$ cat src/rtl/correlator_readout_ctrl.sv
// correlator_readout_ctrl: integration counter, bank-swap pulse generator and
// core-major visibility readout streamed out through a 2-entry skid buffer.
// Optional build macro: TART_FRAME_HEADER_EN prepends a frame-number header beat.
module correlator_readout_ctrl #(
   parameter int unsigned ACCUM = 36,
   parameter int unsigned COUNT = 15,
   parameter int unsigned CORES = 18,
   parameter int unsigned WORDS = 32,
   parameter int unsigned ADDR  = 5,
   parameter int unsigned CBITS = 5
) (
   input  logic             clock,
   input  logic             reset_n,
   input  logic             enable_i,
   input  logic             sample_valid_i,
   output logic             swap_o,
   output logic             rd_en_o,
   output logic [CBITS-1:0] rd_core_o,
   output logic [ADDR-1:0]  rd_addr_o,
   input  logic [ACCUM-1:0] rd_data_i,
   output logic             m_tvalid,
   input  logic             m_tready,
   output logic [ACCUM-1:0] m_tdata,
   output logic             m_tlast,
   output logic             busy_o,
   output logic             overflow_o
);

   typedef enum logic [1:0] {IDLE, READ, DRAIN} state_e;

   state_e            state_q, state_d;
   logic [COUNT-1:0]  cnt_q, cnt_d;
   logic              swap_q, swap_d;
   logic [CBITS-1:0]  core_q, core_d;
   logic [ADDR-1:0]   addr_q, addr_d;
   logic              infl_q, infl_d;
   logic              infl_last_q, infl_last_d;
   logic [1:0]        occ_q, occ_d;
   logic [ACCUM:0]    b0_q, b0_d, b1_q, b1_d;
   logic              ovf_q;
   logic [ACCUM:0]    arr, x0, x1;
   logic [1:0]        n;
   logic              pop, space, last_rd, hdr_slot;
`ifdef TART_FRAME_HEADER_EN
   logic              hdr_pend_q, hdr_pend_d;
   logic              infl_hdr_q, infl_hdr_d;
   logic [15:0]       frame_q;
`endif

   assign swap_o     = swap_q;
   assign rd_core_o  = core_q;
   assign rd_addr_o  = addr_q;
   assign busy_o     = (state_q != IDLE);
   assign overflow_o = ovf_q;

   // Integration counter: wraps on the last sample of a period and requests a swap.
   always_comb begin
      cnt_d  = cnt_q;
      swap_d = 1'b0;
      if (!enable_i) begin
         cnt_d = '0;
      end else if (sample_valid_i) begin
         cnt_d  = cnt_q + 1'b1;
         swap_d = (cnt_q == '1);
      end
   end

   // Output buffer: the in-flight read word bypasses straight to the stream when the
   // buffer is empty, so the first beat appears the cycle its read data returns.
   always_comb begin
      arr = {infl_last_q, rd_data_i};
`ifdef TART_FRAME_HEADER_EN
      if (infl_hdr_q) arr = {1'b0, ACCUM'(frame_q)};
`endif
      n        = occ_q + {1'b0, infl_q};
      x0       = (occ_q != 2'd0) ? b0_q : arr;
      x1       = (occ_q == 2'd2) ? b1_q : arr;
      m_tvalid = (n != 2'd0);
      m_tdata  = m_tvalid ? x0[ACCUM-1:0] : '0;
      m_tlast  = m_tvalid & x0[ACCUM];
      pop      = m_tvalid & m_tready;
      occ_d    = n - {1'b0, pop};
      space    = (occ_d < 2'd2);
      b0_d     = b0_q;
      b1_d     = b1_q;
      if (pop) begin
         b0_d = x1;
      end else begin
         b0_d = x0;
         b1_d = x1;
      end
   end

   // Readout FSM next state, read issue and core-major pointer advance.
   always_comb begin
      state_d     = state_q;
      core_d      = core_q;
      addr_d      = addr_q;
      rd_en_o     = 1'b0;
      infl_d      = 1'b0;
      infl_last_d = 1'b0;
      hdr_slot    = 1'b0;
      last_rd     = (core_q == CBITS'(CORES - 1)) && (addr_q == ADDR'(WORDS - 1));
`ifdef TART_FRAME_HEADER_EN
      hdr_pend_d  = hdr_pend_q;
      infl_hdr_d  = 1'b0;
      hdr_slot    = hdr_pend_q;
`endif
      case (state_q)
         IDLE: begin
            if (swap_q) begin
               state_d = READ;
               core_d  = '0;
               addr_d  = '0;
`ifdef TART_FRAME_HEADER_EN
               hdr_pend_d = 1'b1;
`endif
            end
         end
         READ: begin
            if (space) begin
               infl_d = 1'b1;
               if (hdr_slot) begin
`ifdef TART_FRAME_HEADER_EN
                  // Header takes a read slot so it flows through the same buffer.
                  hdr_pend_d = 1'b0;
                  infl_hdr_d = 1'b1;
`endif
               end else begin
                  rd_en_o     = 1'b1;
                  infl_last_d = last_rd;
                  if (last_rd) begin
                     state_d = DRAIN;
                     core_d  = '0;
                     addr_d  = '0;
                  end else if (addr_q == ADDR'(WORDS - 1)) begin
                     addr_d = '0;
                     core_d = core_q + 1'b1;
                  end else begin
                     addr_d = addr_q + 1'b1;
                  end
               end
            end
         end
         DRAIN: begin
            // Leave as soon as the final beat is consumed, not a cycle later.
            if (occ_d == 2'd0) state_d = IDLE;
         end
         default: state_d = IDLE;
      endcase
   end

   // FSM state register.
   always_ff @(posedge clock) begin
      if (!reset_n) state_q <= IDLE;
      else          state_q <= state_d;
   end

   // Datapath registers: counter, swap pulse, pointers, buffer and sticky overflow.
   always_ff @(posedge clock) begin
      if (!reset_n) begin
         cnt_q       <= '0;
         swap_q      <= 1'b0;
         core_q      <= '0;
         addr_q      <= '0;
         infl_q      <= 1'b0;
         infl_last_q <= 1'b0;
         occ_q       <= '0;
         b0_q        <= '0;
         b1_q        <= '0;
         ovf_q       <= 1'b0;
`ifdef TART_FRAME_HEADER_EN
         hdr_pend_q  <= 1'b0;
         infl_hdr_q  <= 1'b0;
         frame_q     <= '0;
`endif
      end else begin
         cnt_q       <= cnt_d;
         swap_q      <= swap_d;
         core_q      <= core_d;
         addr_q      <= addr_d;
         infl_q      <= infl_d;
         infl_last_q <= infl_last_d;
         occ_q       <= occ_d;
         b0_q        <= b0_d;
         b1_q        <= b1_d;
         ovf_q       <= ovf_q | (swap_q & (state_q != IDLE));
`ifdef TART_FRAME_HEADER_EN
         hdr_pend_q  <= hdr_pend_d;
         infl_hdr_q  <= infl_hdr_d;
         if (infl_hdr_q) frame_q <= frame_q + 16'd1;
`endif
      end
   end

endmodule

$ cat config.mk
export PLATFORM = sky130hd
export DESIGN_NAME = correlator_readout_ctrl
export DESIGN_NICKNAME = d
export VERILOG_FILES = /design/src/rtl/correlator_readout_ctrl.sv
export SDC_FILE = /design/constraint.sdc
export NUM_CORES = 1
export LEC_CHECK = 0
export CORE_ASPECT_RATIO = 0.75
export CORE_UTILIZATION = 50
export DETAILED_ROUTE_END_ITERATION = 10
export PLACE_DENSITY = 0.77
export SETUP_SLACK_MARGIN = 0.15
export SLEW_MARGIN = 25
export SYNTH_ARGS = -nofsm -noshare
export SYNTH_HDL_FRONTEND = slang
export SYNTH_SLANG_ARGS = --single-unit
$ cat constraint.sdc
create_clock -name clock -period 3.2 [get_ports clock]
set_input_delay 0.96 -clock clock [delete_from_list [all_inputs] [get_ports clock]]
set_output_delay 0.96 -clock clock [all_outputs]
set_load 0.03 [all_outputs]
==> impl.org, run 1 <==
** Power
- Highest ir drop seen on vdd :: 359 uV
- In this run the static leakage power is 3.11 nW.
- Share of total power in the clock network :: 0.303
- In this run the power density over the cells is 664 nW/um^2.
- Switch Pwr :: 0.00139 W
- Internal power of the cells :: 0.00297 W
- The share of total power dissipated in combinational logic is 0.335.
- Proportion of total power due to net switching :: 0.319
- Register share of total power :: 0.363

** Critical path
- Element type at the critical path end :: primary output
- The worst setup path is launched from a register.
- Worst r2r src :: occ_q[0]
- Among cell families on the critical path, the largest total delay comes from XOR/XNOR gates.
- Critical path class :: reg -> out
- Largest stage delay on the critical path :: 0.35 ns
- Cell with the most instances on the worst path :: sky130_fd_sc_hd__ha_4
- Reg2reg path depth :: 10
- Register-to-Register Setup Slack :: 0.81 ns
- Data on the critical path is required at its endpoint by 2.24 ns.
- Crit path launch :: occ_q[0]
- The endpoint identified for the worst register-to-register timing path is rd_core_o[4].
- The critical path goes through ha_4 -> xor2_4 -> o21ai_4 -> inv_2 -> ha_4 -> xor3_2 -> nor2_4 -> buf_6.
- Counting both buffers and inverters, the worst setup path holds a total of 2.
- Data arrival time of the critical path :: 1.98 ns
- For this design, the slowest cell found on the critical path is sky130_fd_sc_hd__dfxtp_4.
- Along the worst path, the maximum fanout reaches 2.

** STA
- Post-Route Skew :: 0.00693 ns
- Based on the critical path, the design can be clocked at up to 0.340 GHz.
- The worst pin sits at a relative slew slack of 0.347.
- Endpoints failing hold :: 0
- Clock period minus final worst setup slack :: 2.94 ns
- At the pin with the least slew margin, the transition time is 0.980 ns.
- Of the available clock period, the critical path in the final layout requires 0.920.
- Final-report max-slew violation count :: 0
- RSZ-0062 raised after global routing :: no
- Worst slack on hold paths :: 0.477 ns
- Setup violations remaining at the end of the flow were counted as 0.

** Final layout
- Seq. cell area :: 2150 um^2
- Once layout is complete, the cells apart from fillers number 831.
- Number of nets in the finished design :: 742
- N_diodes :: 0
- Of the cells placed in the final design, the portion with a size suffix greater than 1 is 0.140.
- Commonest cells after routing, fill and taps aside :: sky130_fd_sc_hd__dfxtp_1, sky130_fd_sc_hd__nand2_1, sky130_fd_sc_hd__nor2_1
- After filler insertion, the fill cell instance count of the layout stands at 820.
- Synth-to-layout area growth :: 28.7%
- Most frequent standard cell in the layout excluding fill and tap cells :: sky130_fd_sc_hd__dfxtp_1
- Multi-input combinational cell area :: 2800 um^2

** Synthesis
- In this run, synthesis inferred 0 flip-flops with an integrated enable.
- Compound-gate portion of the synthesized area :: 0.132
- Measured against the total synthesized area, the mux share comes to 0.106.
- Averaged over all synthesized cells, the footprint is 8.28 um^2.
- Post-Syn Instances :: 616
- Synthesized net count :: 664
- Ranked by total cell area, the synthesized netlist is headed by sky130_fd_sc_hd__dfxtp_1, sky130_fd_sc_hd__mux2i_1, sky130_fd_sc_hd__nand2_1, sky130_fd_sc_hd__a211oi_1, sky130_fd_sc_hd__nor2_1.
- Of the total synthesized cell area, the portion taken by full adders, half adders and majority gates is 0.0172.
- Of all flip-flops after synthesis, the portion carrying an async set or reset was 0.
- Seq cells post-synth :: 107
- Combinational family with the most area after synthesis :: simple AND/OR/NAND/NOR gates
- Area fraction of the dominant cell type after synthesis :: 0.420
- Of the total synthesized cell area, the portion taken by XOR and XNOR cells is 0.0368.
- Number of warning messages in the yosys log :: 0
- Of the total synthesized cell area, the portion taken by AND, OR, NAND and NOR gates is 0.243.
- Post-synthesis instance area :: 5100 um^2
- In this run, distinct cell masters in the synthesized netlist total 42.
- Largest area contributor in the netlist :: sky130_fd_sc_hd__dfxtp_1
- Dominant register cell in the synthesized netlist :: sky130_fd_sc_hd__dfxtp_1
- Seq/Total Area, Yosys :: 0.420

** Floorplan
- Chip width :: 119 um
- In this run the standard cell core region covers 9770 um^2.
- The floorplan has 31 rows.
- Die area :: 10,600 um^2
- In this run the count of I/O pins placed on the die edge is 93.
- For this configuration, the core starts out at a cell density of 0.522.
- The die is 89.5 um tall.

** Hold path
- Along the worst hold path, the cell count comes to 2.
- The worst hold path terminates at b1_q[33].
- The startpoint identified for the worst hold timing path is b1_q[33].
- The tightest min-delay check is of the reg -> reg type.

** Route
- For this block, the initial DRC count from the detailed router was 342.
- Detail Route Antenna Nets :: 0
- Avg WL per Cell :: 15.3 um
- Total wire length after detailed routing :: 12,700 um
- Vias per cell :: 5.54
- The detailed router placed 4,605 vias in this run.
- DRC violations left :: 0
- The first detailed-routing pass took 4 iterations.

** GRT
- Number of antenna violations at the first check in global routing :: 0
- Across every metal layer, demand over resource in global routing totals 0.238.
- GR Overflow Total :: 0
- Largest net degree at the start of global routing :: 89
- First-pass GRT wire length :: 20,300 um
- Number of global-route vias before repair :: 4,234

** Run status
- Run status :: finished, final reports clean

** CTS
- Worst-case clock buffer depth :: 2
- For this design, the CTS-stage hold fixing added 0 buffers.
- Buffer type at the clock tree root :: sky130_fd_sc_hd__clkbuf_16
- Buffers inserted during clock tree synthesis total 9.
- Total number of H-tree levels :: 3
- TritonCTS sink count :: 107
- At the later pin of the worst-skew pair, clock insertion delay measures 0.34 ns.
- CTS clk-pin slew, worst paths :: 0.07 ns
- TritonCTS clock tree :: yes

** Place
- Buffers placed on the I/O ports in this run total 92.
- Instance count after placement with tap cells included :: 805
- At the end of routability-driven placement, the weighted congestion stood at 0.802.
- The HPWL after detailed placement is 7940 um.

** Run
- Reported max-cap violation count :: 0
## final cells by class
cell class                 instances  share of cell area
clock buffer                      11              0.0355
clock inverter                     5              0.0191
inverter                           8             0.00458
multi-input combinational        453               0.427
sequential                       107               0.327
tap                              132              0.0252
timing repair buffer             115               0.162
## tightest hold or removal path: stages, from the launching register on
cell and delay (ns):
sky130_fd_sc_hd__dfxtp_1 0.31, sky130_fd_sc_hd__o21ai_0 0.06, sky130_fd_sc_hd__a21oi_1 0.06
## what timing repair did
| action | CTS | global route |
|---|---|---|
| pin swaps | 4 | 3 |
| buffers inserted | 2 | 8 |
| setup endpoints to repair | 20 | 4 |
| cloned | 0 | 0 |
| resized for setup | 15 | 0 |
## power by group through the flow
| stage | clock network [W] | registers, W | logic, W |
|---|---|---|---|
| 2_1_floorplan | 0 | 0.00158 | 0.000957 |
| 3_3_place_gp | 0 | 0.00160 | 0.00133 |
| 3_5_place_dp | 0 | 0.00161 | 0.00136 |
| 4_1_cts | 0.00134 | 0.00158 | 0.00139 |
| 5_1_grt | 0.00139 | 0.00160 | 0.00157 |
| 6_report | 0.00132 | 0.00158 | 0.00146 |
## worst max path at each step
stage                         end  cells after the start  slack (ns)
after floorplan           rd_en_o                      6        0.15
after global placement    rd_en_o                      7       -0.15
after detailed placement  rd_en_o                      7       -0.16
after CTS                 rd_en_o                      8        0.09
after global routing      rd_en_o                      8        0.15
final                     rd_en_o                      8        0.26
## sequential cells by signal, indices dropped and copies added (netlist names)
signal       flops
infl_q           1
infl_last_q      1
rd_core_o        5
cnt_q           15
rd_addr_o        5
occ_q            2
b0_q            37
b1_q            37
state_q          2
swap_o           1
overflow_o       1
## synth_stat cells (3+ instances only)
master                     number
sky130_fd_sc_hd__a21oi_1       32
sky130_fd_sc_hd__a211oi_1      38
sky130_fd_sc_hd__and3_1        41
sky130_fd_sc_hd__dfxtp_1      107
sky130_fd_sc_hd__buf_2          8
sky130_fd_sc_hd__nand2b_1       3
sky130_fd_sc_hd__buf_1          5
sky130_fd_sc_hd__or2_2          5
sky130_fd_sc_hd__nand4_1        6
sky130_fd_sc_hd__xor2_1         6
sky130_fd_sc_hd__o21ai_0       25
sky130_fd_sc_hd__inv_1          6
sky130_fd_sc_hd__nor2_1        75
sky130_fd_sc_hd__ha_1           7
sky130_fd_sc_hd__nand2_1       87
sky130_fd_sc_hd__nand3_1       37
sky130_fd_sc_hd__nor3_1         3
sky130_fd_sc_hd__mux2i_1       54
sky130_fd_sc_hd__xnor2_1       10
sky130_fd_sc_hd__clkbuf_1      34
## metal layers
| metal | vias to the layer above | track usage | share of wire |
|---|---|---|---|
| met3 | 9 | 0.0548 | 0.047 |
| li1 | 2295 | - | - |
| met4 | 0 | 0.0587 | 0.0080 |
| met2 | 124 | 0.401 | 0.47 |
| met1 | 2177 | 0.312 | 0.48 |
| met5 | - | 0 | 0 |
## metrics by stage
| step | total power, W | setup TNS (ns) | worst slack [ns] | area (um^2) | util |
|---|---|---|---|---|---|
| after floorplan | 0.00254 | 0 | 0.152 | 5110 | - |
| after global placement | 0.00293 | -0.152 | -0.152 | 6070 | 0.621 |
| after detailed placement | 0.00297 | -0.156 | -0.156 | 6070 | 0.621 |
| after CTS | 0.00431 | 0 | 0.0896 | 6490 | 0.664 |
| after global routing | 0.00457 | 0 | 0.152 | 6560 | 0.671 |
| final | 0.00436 | 0 | 0.257 | 6560 | 0.671 |
## kinds of logic after synthesis
group | count (synthesis)
DFF | 107
and+or+nand+nor | 268
xor gates and xnor gates | 18
AOI/OAI and AO/OA | 106
adders and majority gates | 7
muxes | 54
buffers and inverters | 56
(Power assumes the default switching activity.)
==> run 2: changes to the inputs <==
Settings changed: SLEW_MARGIN 25 to 15.
==> results of run 2 <==
Same layout as run 1: the final DEF is identical, and so are final timing and power.
==> run 3: changes to the inputs <==
Settings changed: CORE_UTILIZATION 50 to 48, PLACE_DENSITY 0.77 to 0.74.
==> impl.org, run 3 (synthesis gave the netlist of run 1 again) <==
** Run status
- Run status :: finished, final reports clean

** Critical path
- Crit path launch type :: register
- Reg2reg path depth :: 10
- Largest fanout of any net on the critical path :: 3
- Ordered list of cells on the worst path :: ha_4 -> xor2_2 -> buf_4 -> nor2_4 -> inv_1 -> clkdlybuf4s50_1
- Largest stage delay on the critical path :: 0.66 ns
- STA puts the critical path data arrival time at 1.99 ns.
- The slowest stage of the critical path belongs to the cell sky130_fd_sc_hd__clkdlybuf4s50_1.
- The critical path is of the reg -> out type.
- The worst setup path is captured at a primary output.
- Data on the critical path is required at its endpoint by 2.24 ns.

** Floorplan
- The region available for standard cell placement spans 10,300 um^2.
- Floorplan die height :: 91.3 um
- The die is 121 um wide.
- Floorplan row count :: 32
- In this run the count of I/O pins placed on the die edge is 93.
- For this configuration, the core starts out at a cell density of 0.496.
- Die area :: 11,000 um^2

** Route
- After detailed routing, the number of vias per cell comes to 5.46.
- DRC violations left :: 0
- Total number of vias :: 4,536
- Detail Route Antenna Nets :: 0
- The first routing iteration left 279 violations.
- Highest metal used :: met4
- After detailed routing, the wire length on met1 is 5920 um.
- Detailed routing placed a total of 521 um of wire on met3.
- Total wire length after detailed routing :: 12,400 um
- The pre-antenna-repair detailed-routing pass consisted of 4 iterations.
- The routed design uses 5780 um of met2 wire.
- Dividing the detail-routed wire length by the instance count gives 15.0 um.

** Place
- Area after detailed placement :: 6050 um^2
- Timing analysis after detailed placement gives a worst setup slack of -0.127 ns.
- Quantity of I/O buffers inserted on ports :: 92
- Placer's final routability congestion estimate :: 0.826
- Final HPWL DP :: 8040 um

** GRT
- Entering global routing, the biggest net connects 89 pins.
- The first global-routing pass estimated 20,300 um of wire.
- Number of antenna violations at the first check in global routing :: 0
- Number of global-route vias before repair :: 4,310
- Global-route usage over all layers :: 0.227
- GR Overflow Total :: 0

** CTS
- Buffer type at the clock tree root :: sky130_fd_sc_hd__clkbuf_16
- Total number of H-tree levels :: 3
- TritonCTS built the clock tree.
- After clock tree synthesis, the clock-pin slew on the worst setup and hold paths is 0.07 ns.
- Worst-case clock buffer depth :: 2
- For this design, the CTS-stage hold fixing added 0 buffers.
- The clock reaches the later pin of the worst-skew pair after 0.34 ns.
- Number of buffers inserted during clock tree synthesis :: 9
- TritonCTS sink count :: 107

** Final layout
- N_diodes :: 0
- Leaving out fill and tap cells, the most frequent cell in the layout is sky130_fd_sc_hd__dfxtp_1.
- Compared with the post-synthesis result, the final layout area differs by 26.2%.
- The top cell types in the final layout, fill and taps aside, are sky130_fd_sc_hd__dfxtp_1, sky130_fd_sc_hd__nand2_1, sky130_fd_sc_hd__nor2_1.
- Share of post-route cells with drive strength above 1 :: 0.138
- Number of inserted filler cells in the final layout :: 864
- Number of nets in the finished design :: 738
- Once layout is complete, the utilization of the core stands at 0.625.
- The largest registers in the layout are b0_q x37, b1_q x37, cnt_q x15.
- The finished cells cover 6430 um^2.

** STA
- Clock period minus final worst setup slack :: 2.95 ns
- Headroom to the max-slew limit came out at 0.418.
- The clock arrives with 0.00654 ns of skew.
- Setup Viol. Count Final :: 0
- Of the available clock period, the critical path in the final layout requires 0.923.
- The final-report hold violation count was 0.
- Setup slack on the critical path of the routed design comes to 0.247 ns.
- Slew of the pin with the lowest slew margin :: 0.872 ns
- RSZ-0062 raised after global routing :: no
- Final-report max-slew violation count :: 0
- For this run, the top clock speed supported by timing is 0.339 GHz.
- Worst slack on hold paths :: 0.473 ns

** Power
- Power density normalized to cell area :: 634 nW/um^2
- IR analysis of the VDD net gives a maximum drop of 337 uV.
- In this run the static leakage power is 3.05 nW.

** Run
- Reported max-cap violation count :: 0

** Hold path
- Worst hold stages :: 2
- The tightest min-delay check is of the reg -> reg type.
## run 3: final cells by class
class / instances / area [um^2] / area share
timing repair buffer: 111 / 992 / 0.154
inverter: 8 / 30.0 / 0.00467
tap: 136 / 170 / 0.0264
clock buffer: 10 / 239 / 0.0371
clock inverter: 6 / 65.1 / 0.0101
multi-input combinational: 453 / 2790 / 0.434
sequential: 107 / 2150 / 0.334
## run 3: what timing repair did
| action | in CTS | in global routing |
|---|---|---|
| endpoints found under the setup margin | 2 | 1 |
| pin swaps | 4 | 3 |
| setup buffers | 5 | 1 |
| resized for setup | 13 | 1 |
| cloned | 0 | 0 |
## run 3: power by group
part           leakage, nW  internal [W]  switching, W
registers            0.883       0.00151     0.0000696
logic                 2.02      0.000554      0.000822
clock network        0.148      0.000629      0.000496
## run 3: path summary, 6_finish.rpt
kind	startpoint	endpoint	slack, ns
worst max register to register	occ_q[0]	rd_core_o[4]	0.87
worst min-delay path	cnt_q[14]	swap_o	0.47
worst min register to register	cnt_q[14]	swap_o	0.47
worst max-delay path	infl_q	m_tvalid	0.25
## run 3: routing by layer
metal / vias to the layer above / track usage
met1: 2121 / 0.301
met2: 105 / 0.369
met5: - / 0
met4: 0 / 0.0700
li1: 2291 / -
met3: 19 / 0.0484
## run 3: worst max-delay path: cells and delay by family (launching register included)
| kind | cells | cell delay (ns) |
|---|---|---|
| simple gates | 1 | 0.04 |
| fa+ha+maj | 1 | 0.16 |
| xor+xnor | 1 | 0.21 |
| flops | 1 | 0.37 |
| buf+inv | 3 | 0.87 |
## run 3: metrics by stage
stage	power [W]	TNS, ns	cells
2_1_floorplan	0.00254	0	616
3_3_place_gp	0.00292	-0.118	809
3_5_place_dp	0.00296	-0.127	809
4_1_cts	0.00411	0	830
5_1_grt	0.00428	0	831
6_report	0.00408	0	831
